===== config.mk =====
export PLATFORM = sky130hd
export DESIGN_NAME = trap_state
export DESIGN_NICKNAME = d
export VERILOG_FILES = /design/src/rtl/trap_state.sv
export SDC_FILE = /design/constraint.sdc
export NUM_CORES = 1
export LEC_CHECK = 0
export ABC_CLOCK_PERIOD_IN_PS = 6370
export BUFFER_PORTS_ARGS = -buffer_cell sky130_fd_sc_hd__buf_2
export CORE_AREA = 5 5 332 334
export DETAILED_ROUTE_END_ITERATION = 8
export DIE_AREA = 0 0 337 339
export PLACE_DENSITY = 0.38
export SYNTH_ARGS = -nofsm -noshare
export SYNTH_HDL_FRONTEND = slang
export SYNTH_SLANG_ARGS = --single-unit

===== constraint.sdc =====
create_clock -name clk -period 6.37 [get_ports clk]
set_clock_uncertainty 0.1 [all_clocks]
set_input_delay 1.274 -clock clk [delete_from_list [all_inputs] [get_ports clk]]
set_output_delay 1.274 -clock clk [all_outputs]
set_load 0.03 [all_outputs]

===== src/rtl/trap_state.sv =====
// rtl/trap_state.sv - machine/supervisor trap state, xRET handling and trap CSR write path
//
// Ports:
//   clk, reset           clock; synchronous active-high reset (overrides StallW)
//   StallW               hold all state this cycle
//   TrapM, InterruptM,   trap taken / is interrupt / cause code / delegate to S
//   CauseM, DelegateM
//   PCM, TrapValM        trapping PC and value for xTVAL
//   mretM, sretM         return instruction committing
//   CSRWriteM, CSRAdrM,  CSR write strobe, address, data
//   CSRWriteValM
//   PrivilegeModeW       current privilege (3=M, 1=S, 0=U)
//   STATUS_*             mstatus interrupt stack fields
//   *_REGW               xEPC/xCAUSE/xTVAL/xTVEC registers
//   TrapVectorM, RetPCM  combinational redirect targets
module trap_state #(
    parameter int XLEN        = 64,
    parameter int S_SUPPORTED = 1,
    parameter int U_SUPPORTED = 1
) (
    input  logic            clk,
    input  logic            reset,
    input  logic            StallW,
    input  logic            TrapM,
    input  logic            InterruptM,
    input  logic [3:0]      CauseM,
    input  logic            DelegateM,
    input  logic [XLEN-1:0] PCM,
    input  logic [XLEN-1:0] TrapValM,
    input  logic            mretM,
    input  logic            sretM,
    input  logic            CSRWriteM,
    input  logic [11:0]     CSRAdrM,
    input  logic [XLEN-1:0] CSRWriteValM,
    output logic [1:0]      PrivilegeModeW,
    output logic            STATUS_MIE,
    output logic            STATUS_SIE,
    output logic            STATUS_MPIE,
    output logic            STATUS_SPIE,
    output logic            STATUS_SPP,
    output logic [1:0]      STATUS_MPP,
    output logic [XLEN-1:0] MEPC_REGW,
    output logic [XLEN-1:0] SEPC_REGW,
    output logic [XLEN-1:0] MCAUSE_REGW,
    output logic [XLEN-1:0] SCAUSE_REGW,
    output logic [XLEN-1:0] MTVAL_REGW,
    output logic [XLEN-1:0] STVAL_REGW,
    output logic [XLEN-1:0] MTVEC_REGW,
    output logic [XLEN-1:0] STVEC_REGW,
    output logic [XLEN-1:0] TrapVectorM,
    output logic [XLEN-1:0] RetPCM
);

    localparam bit S_EN = (S_SUPPORTED != 0);
    localparam logic [1:0] MPP_AFTER_MRET = (U_SUPPORTED != 0) ? 2'd0 : 2'd3;

    localparam logic [XLEN-1:0] ONE = {{(XLEN-1){1'b0}}, 1'b1};

    logic            toS;
    logic [XLEN-1:0] epcVal;
    logic [XLEN-1:0] causeVal;
    logic [XLEN-1:0] csrEpcVal;
    logic [XLEN-1:0] csrTvecVal;
    logic [XLEN-1:0] selTvec;
    logic [XLEN-1:0] tvecBase;
    logic [XLEN-1:0] causeOffset;
    logic [1:0]      mppWrite;
    logic            mppLegal;

    // Delegation only takes effect when S mode exists.
    assign toS      = DelegateM & S_EN;
    assign epcVal   = PCM & ~ONE;
    assign causeVal = {InterruptM, {(XLEN-5){1'b0}}, CauseM};

    assign csrEpcVal  = CSRWriteValM & ~ONE;
    // Reserved tvec modes (2,3) collapse to direct mode.
    assign csrTvecVal = {CSRWriteValM[XLEN-1:2], CSRWriteValM[1] ? 2'b00 : CSRWriteValM[1:0]};

    // MPP is WARL: reserved encoding 2, and S when S is absent, keep the old value.
    assign mppWrite = CSRWriteValM[12:11];
    assign mppLegal = (mppWrite != 2'd2) && !((mppWrite == 2'd1) && !S_EN);

    assign selTvec     = toS ? STVEC_REGW : MTVEC_REGW;
    assign tvecBase    = {selTvec[XLEN-1:2], 2'b00};
    assign causeOffset = {{(XLEN-6){1'b0}}, CauseM, 2'b00};

    always_comb begin
        TrapVectorM = tvecBase;
        if (selTvec[1:0] == 2'd1 && InterruptM)
            TrapVectorM = tvecBase + causeOffset;
    end

    assign RetPCM = mretM ? MEPC_REGW : SEPC_REGW;

    always_ff @(posedge clk) begin
        if (reset) begin
            PrivilegeModeW <= 2'd3;
            STATUS_MIE     <= 1'b0;
            STATUS_SIE     <= 1'b0;
            STATUS_MPIE    <= 1'b0;
            STATUS_SPIE    <= 1'b0;
            STATUS_SPP     <= 1'b0;
            STATUS_MPP     <= 2'd0;
            MEPC_REGW      <= '0;
            SEPC_REGW      <= '0;
            MCAUSE_REGW    <= '0;
            SCAUSE_REGW    <= '0;
            MTVAL_REGW     <= '0;
            STVAL_REGW     <= '0;
            MTVEC_REGW     <= '0;
            STVEC_REGW     <= '0;
        end else if (!StallW) begin
            if (TrapM) begin
                if (toS) begin
                    SEPC_REGW      <= epcVal;
                    SCAUSE_REGW    <= causeVal;
                    STVAL_REGW     <= TrapValM;
                    STATUS_SPIE    <= STATUS_SIE;
                    STATUS_SIE     <= 1'b0;
                    STATUS_SPP     <= PrivilegeModeW[0];
                    PrivilegeModeW <= 2'd1;
                end else begin
                    MEPC_REGW      <= epcVal;
                    MCAUSE_REGW    <= causeVal;
                    MTVAL_REGW     <= TrapValM;
                    STATUS_MPIE    <= STATUS_MIE;
                    STATUS_MIE     <= 1'b0;
                    STATUS_MPP     <= PrivilegeModeW;
                    PrivilegeModeW <= 2'd3;
                end
            end else if (mretM) begin
                PrivilegeModeW <= STATUS_MPP;
                STATUS_MIE     <= STATUS_MPIE;
                STATUS_MPIE    <= 1'b1;
                STATUS_MPP     <= MPP_AFTER_MRET;
            end else if (sretM) begin
                // Still claims the cycle without S mode, so a same-cycle CSR write is dropped.
                if (S_EN) begin
                    PrivilegeModeW <= {1'b0, STATUS_SPP};
                    STATUS_SIE     <= STATUS_SPIE;
                    STATUS_SPIE    <= 1'b1;
                    STATUS_SPP     <= 1'b0;
                end
            end else if (CSRWriteM) begin
                case (CSRAdrM)
                    12'h300: begin
                        STATUS_MIE  <= CSRWriteValM[3];
                        STATUS_MPIE <= CSRWriteValM[7];
                        if (mppLegal) STATUS_MPP <= mppWrite;
                        if (S_EN) begin
                            STATUS_SIE  <= CSRWriteValM[1];
                            STATUS_SPIE <= CSRWriteValM[5];
                            STATUS_SPP  <= CSRWriteValM[8];
                        end
                    end
                    12'h341: MEPC_REGW   <= csrEpcVal;
                    12'h342: MCAUSE_REGW <= CSRWriteValM;
                    12'h343: MTVAL_REGW  <= CSRWriteValM;
                    12'h305: MTVEC_REGW  <= csrTvecVal;
                    12'h141: if (S_EN) SEPC_REGW   <= csrEpcVal;
                    12'h142: if (S_EN) SCAUSE_REGW <= CSRWriteValM;
                    12'h143: if (S_EN) STVAL_REGW  <= CSRWriteValM;
                    12'h105: if (S_EN) STVEC_REGW  <= csrTvecVal;
                    default: ;
                endcase
            end
        end
    end

endmodule


==> Word-level counts from Yosys, hierarchy flattened <==
Cells that the tools add are included.
{ "totals": {"elab_cells": 143, "output_inout_bits": 649, "inputBits": 217, "reg_bits": 521} }
{ "op_classes": {"n_mux": 81, "bitwise": 4, "n_eq_ne": 16, "n_addsub": 1, "reduce_logical": 26} }
{ "ops": {"columns": ["cell", "count"], "rows": [
  ["2-to-1 mux 64 bit", 39],
  ["adder 64 x 6 -> 64 bit", 1],
  ["equality test 12 x 10 -> 1 bit (second input constant)", 5],
  ["AND reduction 6 bit", 9],
  ["equality test 12 x 9 -> 1 bit (second input constant)", 4],
  ["2-to-1 mux 1 bit", 31],
  ["2-to-1 mux 2 bit", 11],
  ["nonzero test 3 bit", 6],
  ["nonzero test 2 bit", 7],
  ["AND reduction 5 bit", 2],
  ["inequality test 2 bit (second input constant)", 4],
  ["inverter 1 bit", 4],
  ["inequality test 3 bit (second input constant)", 1],
  ["equality test 2 x 1 -> 1 bit (second input constant)", 1],
  ["inequality test 2 x 1 -> 1 bit (second input constant)", 1],
  ["AND reduction 2 bit", 1],
  ["logical AND 1 bit", 1]
]} }

==> Logic depth before layout (Yosys ltp) <==
Gate-level depths: netlist (run 1).
{ "depth": {"word_depth": 7, "depth_mapped": 15, "ltp_nobuf": 9} }

==> Worst setup path after synthesis (run 1) <==
OpenSTA, ideal clock, no wires.
{ "synth_timing": {"path_kind": "in2out", "from": "input port DelegateM", "to": "output port TrapVectorM[47]", "slack_ns": 0.067, "stages": 14, "path_buffers": 6, "arrival_ns": 4.929, "path_cell_list": "buf_6 -> buf_4 -> buf_2 -> buf_2 -> buf_1 -> clkbuf_1 -> mux2_2 -> ha_1 -> o21ai_0 -> o21bai_1 -> nand3_1 -> nor4_2 -> nand2_1 -> xor2_1"} }
{ "synth_between": {"elab_chain_len": 4, "elab_cells_between_ends": 5, "classes_between": "1 x add/sub; 1 x eq/ne; 2 x mux; 1 x reduce/logical"} }
{ "synth_lines": {"columns": ["element", "line", "source"], "rows": [
  ["start, declared", "27", "input logic DelegateM,"],
  ["2-to-1 mux 64 bit (*)", "83", "assign selTvec = toS ? STVEC_REGW : MTVEC_REGW;"],
  ["branches (longest 2 deep; another with adder 64 x 6 -> 64 bit)", null, null],
  ["2-to-1 mux 64 bit (*)", "89", "if (selTvec[1:0] == 2'd1 && InterruptM)"],
  ["end, declared", "50", "output logic [XLEN-1:0] TrapVectorM,"]
]} }
Mark *: on every way between the ends.

==> Final worst setup path (run 1) <==
{ "layout_timing": {"from": "input port DelegateM", "to": "output port TrapVectorM[45]"} }
The elaborated chain is that of the path after synthesis.

==> results.md, run 1 <==
* Slew headroom at 26.34%
* Grt total ovfl at 0
* Proportion of layout cells with a drive suffix above 1 at 31.53%
* Die height at 339 µm
* Initial DRC count at 1500
* Synth top area cells: dfxtp_1 46%, a211oi_1 8.9%, nor2_1 6.9%, a21oi_1 6.2%, nand2_1 5.3%
* Total of max-cap violations at 0
* Max IR drop VDD at 0.1530 mV
* WP data arrival at 4630 ps
* Largest delay share family, worst path: simple AND/OR/NAND/NOR gates
* End-of-flow core utilization at 28.35%
* Crit-path max FO at 49
* Most frequent cells in the layout: 853 x buf_2, 517 x dfxtp_1, 408 x nor2_1
* Final nets at 3609
* Setup crit end kind: output port
* Setup Buffers After CTS at 0
* Post-synthesis sequential element count at 517
* Total core area at 106600 µm²
* Gpl congestion at 0.8328
* CTS Root Cell: clkbuf_16
* RSZ-0062 raised after global routing: no
* Largest net degree at the start of global routing at 137
* Setup violators final at 0
* Io pins at 866
* Clock Latency Late Sink at 620 ps
* Predominant post-synthesis flop cell: dfxtp_1
* Worst-path clk slew at 50 ps
* Initial antenna violation count at 42
* Fmax at 0.1665 GHz
* Ys async rst share at 0%
* Fin Setup TNS at 0 ps
* Critical path cell sequence: buf_6 -> mux2_2 -> ha_1 -> o21ai_0 -> o21bai_1 -> nand3_1 -> nor4_2 -> nand2_1 -> xor2_1 -> buf_2
* Max stage delay on crit path at 710 ps
* Leakage Power at 12.50 nW
* Startpoint types: input pin
* Worst-Margin Slew at 1103 ps
* First-pass GRT wire length at 174000 µm
* Hold Path Class: reg -> reg
* Most common cell after layout, fill and taps aside: buf_2
* Slowest-stage cell, CP: nor4_2
* Routed wl met2 at 56280 µm
* Wl on met1 at 53630 µm
* Mapped Cells at 2641
* Synth top area share at 46.28%
* Hold_buf cts at 0
* WP buf/inv at 2
* Antenna Nets Post-Route at 0
* Outcome: completed
* Clock Sinks at 517
* Post-route minimum period at 6006 ps
* CTS Buf Count at 67
* CTS HTree Levels at 3
* Syn_area_per_cell at 8.467 µm²
* Routed via count at 22650
* Metal3 WL at 11440 µm
* Drt drc at 0
* Final Hold Vio Count at 0
* Synthesis Warnings at 0
* Hold slack at 380.4 ps
* Tot GR Track Use at 20.89%
* Seq/Total Area, Yosys at 46.28%
* CTS resizes at 0
* # fillers at 11780
* Final slew viol count at 0
* Clock Path Buffers at 3
* Critical setup path kind: in -> out
* Synth area leader: dfxtp_1
* Row count at 120
* CTS tree: built
* Total Wirelength at 125300 µm
* Initial core utilization at 20.98%
* Synth unique cells at 59
* Detailed placement HPWL at 94540 µm
* WP data required at 5000 ps
* Vias in the first global route at 22050
* Vias per Instance at 4.672
* Drt first pass iters at 7
* Power density cells at 270.4 nW/µm²
* Average routed wire per standard cell at 25.85 µm
* Die Wd at 337 µm
* Total power draw at 8.171 mW
* Post-synth EDFFs at 0
* IO Port Bufs at 857
* Area Overhead vs Synth at 35.14%
* Post-Syn Area at 22360 µm²
* Top sig layer: met5
* Fin crit share at 94.28%
* Die Area at 114200 µm²
==> flip-flops by register name, indices dropped and copies added (netlist names), 2 cells and up <==
| name | cells |
|---|---|
| SCAUSE_REGW | 64 |
| STVEC_REGW | 63 |
| PrivilegeModeW | 2 |
| MTVEC_REGW | 63 |
| MEPC_REGW | 63 |
| MTVAL_REGW | 64 |
| STVAL_REGW | 64 |
| STATUS_MPP | 2 |
| MCAUSE_REGW | 64 |
| SEPC_REGW | 63 |
==> synth_stat cells, drive strengths merged (2+ instances only) <==
master / n
a211oi: 266
a21boi: 4
a21o: 5
a21oi: 278
a221oi: 3
a222oi: 2
a22oi: 129
a31oi: 2
and2: 8
and3: 4
and3b: 2
and4: 2
buf: 71
clkbuf: 149
dfxtp: 517
ha: 4
inv: 5
mux2: 72
mux2i: 64
nand2: 318
nand2b: 5
nand3: 58
nand3b: 25
nand4: 23
nand4b: 4
nor2: 414
nor2b: 65
nor3: 9
nor3b: 3
nor4: 11
nor4b: 6
o21a: 2
o21ai: 27
o22ai: 2
or3: 4
or4: 3
xnor2: 33
xor2: 29
==> worst paths after layout <==
check	startpoint	to	slack, ps	cells after the start
hold / removal	STVEC_REGW[3]	STVEC_REGW[3]	380	2
hold reg to reg	STVEC_REGW[3]	STVEC_REGW[3]	380	2
setup / recovery	DelegateM	TrapVectorM[45]	360	10
setup reg to reg	PrivilegeModeW[0]	STATUS_SPP	5080	4
==> report_power, final <==
group | leakage (nW) | internal, mW | switching [mW] | total (mW)
combinational | 7.24 | 0.246 | 0.650 | 0.896
sequential | 4.19 | 3.31 | 0.0530 | 3.36
clock | 1.08 | 2.35 | 1.56 | 3.91
==> final cells by class <==
| type | instances | area (µm²) | area share (%) |
|---|---|---|---|
| timing repair buffer | 891 | 4710 | 15.58 |
| tap | 1403 | 1755 | 5.809 |
| clock inverter | 16 | 271.5 | 0.8985 |
| sequential | 517 | 10350 | 34.25 |
| inverter | 6 | 22.52 | 0.07453 |
| clock buffer | 98 | 1937 | 6.409 |
| antenna | 14 | 35.03 | 0.1159 |
| multi-input combinational | 1904 | 11140 | 36.86 |
==> kinds of logic after synthesis <==
kind of cell,Yosys count,synth area share [%]
other cells,1,0.01677
buf+inv,226,4.297
mux,136,6.491
flops,517,46.28
compound gates,724,20.99
simple gates,970,19.18
xor+xnor,62,2.428
fa+ha+maj,5,0.3134
==> per-stage QoR <==
stage | instances | area, µm² | worst slack [ps]
floorplan | 2647 | 22380 | 67.03
global placement | 4721 | 27980 | 373.7
detailed placement | 4721 | 27980 | 347.6
CTS | 4835 | 30180 | 337.0
global route | 4840 | 30200 | 166.5
finish | 4849 | 30220 | 364.5
==> worst reg2reg max path, cell delays in order (launching register included) <==
cell and delay, ps:
dfxtp_1 420, nand2_1 90, a21boi_0 150, or3_1 310, a21oi_1 140
==> layer usage <==
metal,GRT usage (%),vias up
li1,-,10860
met4,7.002,26
met3,7.300,167
met5,0,-
met1,26.74,10790
met2,32.80,807
Note: power is estimated with default switching activity, not from simulation.
==> inputs of run 2 (changes only) <==
--- a/config.mk
+++ b/config.mk
@@ -5,7 +5,7 @@
 export SDC_FILE = /design/constraint.sdc
 export NUM_CORES = 1
 export LEC_CHECK = 0
-export ABC_CLOCK_PERIOD_IN_PS = 6370
+export ABC_CLOCK_PERIOD_IN_PS = 5700
 export BUFFER_PORTS_ARGS = -buffer_cell sky130_fd_sc_hd__buf_2
 export CORE_AREA = 5 5 332 334
 export DETAILED_ROUTE_END_ITERATION = 8
==> constraint.sdc (replaced) <==
create_clock -name clk -period 5.7 [get_ports clk]
set_clock_uncertainty 0.1 [all_clocks]
set_input_delay 1.14 -clock clk [delete_from_list [all_inputs] [get_ports clk]]
set_output_delay 1.14 -clock clk [all_outputs]
set_load 0.03 [all_outputs]
==> run 2 against run 1 <==
Against the previous run:
- cell count is 0.56% higher
- sequential power is 12% higher
- final area is 0.77% higher
- clock-buffer cell count is 2 higher
- via count is 0.94% higher
- sequential share of layout area is 0.26 points lower
- core utilization is 0.22 points higher
- highest routed layer unchanged
==> results.md, run 2 (synthesis gave the netlist of run 1 again) <==
* Outcome: completed
* Tot GR Track Use at 20.62%
* Clock Path Buffers at 3
* Crit-path max FO at 15
* WP data arrival at 4170 ps
* Startpoint types: input pin
* Fin Setup TNS at 0 ps
* Worst-case reg-to-reg path depth at 4
* Row count at 120
* Total core area at 106600 µm²
* Vias per Instance at 4.689
* Initial DRC count at 1499
* Routed via count at 22870
* CTS Buf Count at 68
* Drt first pass iters at 5
* Detailed placement HPWL at 95980 µm
* Hold_buf cts at 0
* RSZ-0062 raised after global routing: no
* Largest net degree at the start of global routing at 134
* Setup violators final at 0
* Total of max-cap violations at 0
* Drt drc at 0
* Hold Path Class: reg -> reg
* Most frequent cells in the layout: 853 x buf_2, 517 x dfxtp_1, 408 x nor2_1
* End-of-flow core utilization at 28.56%
* Max IR drop VDD at 0.1939 mV
* WHS Path Cells at 2
* Area Overhead vs Synth at 36.17%
* Die height at 339 µm
* Slew headroom at 26.26%
* Die Area at 114200 µm²
* Io pins at 866
* Fmax at 0.1847 GHz
* Initial antenna violation count at 26
* CTS tree: built
* Worst-path clk slew at 50 ps
* Total Wirelength at 124300 µm
* CTS Root Cell: clkbuf_16
* CTS HTree Levels at 3
* Total power draw at 9.141 mW
* Average routed wire per standard cell at 25.49 µm
* Vias in the first global route at 22050
* Placed cell count at 4741
* Final slew viol count at 0
* Cell Count, Final, Fillers Out at 4876
* Clock Sinks at 517
* Proportion of layout cells with a drive suffix above 1 at 32.30%
* Antenna Nets Post-Route at 0
* Worst-Margin Slew at 1104 ps
* Leakage Power at 12.65 nW
* Post-route minimum period at 5415 ps
* Clock Latency Late Sink at 630 ps
* Grt total ovfl at 0
* Critical setup path kind: in -> out
* Die Wd at 337 µm
* First-pass GRT wire length at 172400 µm
* IO Port Bufs at 857
* Power density cells at 300.2 nW/µm²
* Setup Buffers After CTS at 0
* Final Hold Vio Count at 0
* Most common cell after layout, fill and taps aside: buf_2
* Gpl congestion at 0.8264
* Setup crit end kind: output port
* Final nets at 3630
* Fin crit share at 95.00%
* Initial core utilization at 20.98%
* WP data required at 4460 ps
* CTS resizes at 0
[run 2: cell types whose count changed in the layout (fill, tap and decap cells not counted), sizes merged]
cell,change
inv,+2
clkinv,+2
clkbuf,+2
bufinv,-2
buf,+20
clkinvlp,+2
diode,+1
[run 2: final cells by class]
class / instances / area (µm²)
antenna: 15 / 37.54
sequential: 517 / 10350
timing repair buffer: 911 / 4847
fill: 11770 / 76150
multi-input combinational: 1904 / 11200
tap: 1403 / 1755
clock buffer: 100 / 1996
inverter: 6 / 22.52
clock inverter: 20 / 239.0
[run 2: metal layers]
layer,track usage [%],vias up,wire (µm),part of all wire (%)
met5,0,-,121,0.097
met4,4.065,16,1723,1.4
met3,6.534,109,10430,8.4
met2,33.69,761,57470,46
met1,26.87,11050,54550,44
li1,-,10930,-,-
[run 2: path summary, 6_finish.rpt]
check	start	endpoint	slack [ps]
setup reg to reg	PrivilegeModeW[0]	STATUS_SPP	4430
hold reg to reg	MTVEC_REGW[63]	MTVEC_REGW[63]	380
setup / recovery	DelegateM	TrapVectorM[43]	290
hold / removal	MTVEC_REGW[63]	MTVEC_REGW[63]	380
[run 2: per-stage QoR]
step	instance area, µm²	worst slack [ps]	hold slack, ps
after CTS	30410	274.0	379.0
after floorplan	22450	48.16	487.3
after global routing	30420	115.4	397.3
after detailed placement	28180	293.1	368.5
after global placement	28180	307.3	363.4
final	30450	285.2	377.3
[run 2: power breakdown]
part	internal (mW)	switching [mW]	total, mW
clock network	2.61	1.77	4.38
registers	3.70	0.0600	3.76
logic	0.279	0.722	1.00
[run 2: worst max-delay path: stages]
cell and delay (ps):
buf_6 190, mux2_2 380, ha_1 340, o21ai_0 120, o21bai_2 260, nand3_1 420
nor4_2 660, nand2_1 250, xor2_4 200, buf_2 190
==> inputs of run 3 (changes only) <==
==> config.mk (replaced) <==
export PLATFORM = sky130hd
export DESIGN_NAME = trap_state
export DESIGN_NICKNAME = d
export VERILOG_FILES = /design/src/rtl/trap_state.sv
export SDC_FILE = /design/constraint.sdc
export NUM_CORES = 1
export LEC_CHECK = 0
export ABC_AREA = 1
export ABC_CLOCK_PERIOD_IN_PS = 5700
export BUFFER_PORTS_ARGS = -buffer_cell sky130_fd_sc_hd__buf_2
export CORE_AREA = 5 5 333 335
export DETAILED_ROUTE_END_ITERATION = 8
export DIE_AREA = 0 0 338 340
export PLACE_DENSITY = 0.41
export REMOVE_ABC_BUFFERS = 1
export SYNTH_ARGS = -nofsm -noshare
export SYNTH_HDL_FRONTEND = slang
export SYNTH_SLANG_ARGS = --single-unit
==> run 3 against run 2 <==
Against the previous run:
- worst hold slack got worse by 16 ps
- largest power group unchanged
- core utilization increased by 2.1 points
- sequential power increased by 2%
- sequential share of layout area decreased by 2.7 points
- combinational power increased by 45%
- flip-flop and latch count unchanged
- synthesized cell count increased by 44%
==> results.md, run 3 <==
* Total Wirelength at 135300 µm
* First-pass GRT wire length at 191100 µm
* CTS Root Cell: clkbuf_16
* End-of-flow core utilization at 30.69%
* Synth unique cells at 43
* Tot GR Track Use at 22.42%
* Leakage Power at 15.54 nW
* Outcome: completed
* CTS resizes at 0
* Synth top area share at 41.04%
* Largest net degree at the start of global routing at 151
* Post-route minimum period at 5094 ps
* Detailed placement HPWL at 101600 µm
* Power density cells at 294.0 nW/µm²
* Fmax at 0.1963 GHz
* Io pins at 866
* Post-synthesis sequential element count at 517
* Max IR drop VDD at 0.1879 mV
* Die Area at 114900 µm²
* Row count at 121
* # fillers at 12240
* Most common cell in the netlist: nand2_1
* Setup Buffers After CTS at 0
* Gpl congestion at 0.8926
* Mapped Cells at 3808
* Area Overhead vs Synth at 31.19%
* Post-synth EDFFs at 0
* Syn_area_per_cell at 6.623 µm²
* Cell Count, Final, Fillers Out at 5975
* Clock Latency Late Sink at 620 ps
* Synthesis Warnings at 0
* Final Hold Vio Count at 0
* Startpoint types: input pin
* CTS Buf Count at 67
* Vias in the first global route at 26460
* Setup crit end kind: output port
* RSZ-0062 raised after global routing: no
* Proportion of layout cells with a drive suffix above 1 at 23.91%
* Average routed wire per standard cell at 22.65 µm
* Placed cell count at 5848
* Slew headroom at 24.24%
* Total power draw at 9.727 mW
* Ys async rst share at 0%
* Die Wd at 338 µm
* Vias per Instance at 4.649
* Synth area leader: dfxtp_1
* Post-synth top cells: 914 x nand2_1, 761 x nor2_1, 517 x dfxtp_1, 422 x a21oi_1, 301 x nand3_1
* Antenna Nets Post-Route at 0
* WP data required at 4460 ps
* Die height at 340 µm
* Final nets at 4725
* Worst-path clk slew at 60 ps
* Worst-Margin Slew at 1132 ps
* Total of max-cap violations at 0
* Initial antenna violation count at 13
* Final slew viol count at 0
* Hold Path Class: reg -> reg
* WP data arrival at 3850 ps
* Drt drc at 0
* Clock Sinks at 517
* Synth top area cells: dfxtp_1 41%, nand2_1 14%, nor2_1 11%, a21oi_1 8.4%, nand3_1 6.0%
* Hold slack at 361.1 ps
* Drt first pass iters at 7
* Clock Path Buffers at 3
* Routed via count at 27780
* CTS HTree Levels at 3
* Initial DRC count at 1456
* Critical setup path kind: in -> out
* Crit-path max FO at 20
* Most frequent cells in the layout: 911 x nand2_1, 838 x buf_2, 759 x nor2_1
* IO Port Bufs at 857
* Fin Setup TNS at 0 ps
* Seq/Total Area, Yosys at 41.04%
* Grt total ovfl at 0
* CTS tree: built
* Post-Syn Area at 25220 µm²
* Total core area at 107800 µm²
* Initial core utilization at 23.40%
* Hold_buf cts at 0
* Setup violators final at 0
* Most common cell after layout, fill and taps aside: nand2_1
* Predominant post-synthesis flop cell: dfxtp_1
* Fin crit share at 89.37%
* Reg2Reg Setup Slack at 4680 ps
[run 3: cell count changes after synthesis, moves of 146 or more]
cell and delta:
nand2_1 +596, inv_1 +200, a21oi_1 +146, nor2_1 +349
nand3_1 +243, a211oi_1 -160
[run 3: area by class of cell]
type                    instances  area [µm²]  area share [%]
multi-input cells            2802       12780           38.64
flip-flops and latches        517       10350           31.28
repair buffers                903        5057           15.29
clock buffers                 101        2057           6.217
well taps                    1414        1769           5.347
inverters                     212       812.0           2.454
clock inverters                19       239.0          0.7223
diodes                          7       17.52         0.05294
[run 3: worst paths after layout]
kind	startpoint	endpoint	cells after the start
worst min-delay path	MCAUSE_REGW[6]	MCAUSE_REGW[6]	2
worst min register to register	MCAUSE_REGW[6]	MCAUSE_REGW[6]	2
worst max register to register	PrivilegeModeW[0]	STATUS_SPP	4
worst max-delay path	DelegateM	TrapVectorM[17]	14
[run 3: power by group]
group          internal (mW)  switching [mW]  leakage, nW
Combinational          0.384            1.06         10.2
Sequential              3.74          0.0825         4.20
Clock                   2.68            1.77         1.13
Total                   6.81            2.92         15.5
[run 3: kinds of logic after synthesis]
group	Yosys count	share of synthesized area (%)
buf+inv	495	8.637
flops	517	41.04
fa+ha+maj	5	0.2778
simple gates	2048	33.04
other cells	1	0.01487
xor+xnor	33	1.146
mux	1	0.03969
compound gates	708	15.81
[run 3: layer usage]
metal / global-route usage, % / vias to the layer above / part of all wire [%]
met5: 0 / - / 0.0066
met2: 38.95 / 737 / 48
li1: - / 13740 / -
met4: 6.573 / 2 / 2.7
met1: 27.68 / 13140 / 42
met3: 5.033 / 155 / 6.5
[run 3: per-stage QoR]
step                      cell area, µm²  worst slack, ps
after floorplan                    23860            -9920
after global placement             30770            595.2
after detailed placement           30770            564.5
after CTS                          33070            565.4
after global routing               33080            356.8
final                              33090            606.2
[run 3: critical path, stage by stage]
cell and delay, ps:
buf_4 270, inv_4 120, nand2_1 90, nand2_1 80, ha_1 340, inv_1 80
nor2_1 100, nand2_1 80, nand2_1 260, nand3_2 250, nor2_2 170, nand2_1 80
xor2_1 430, buf_2 310
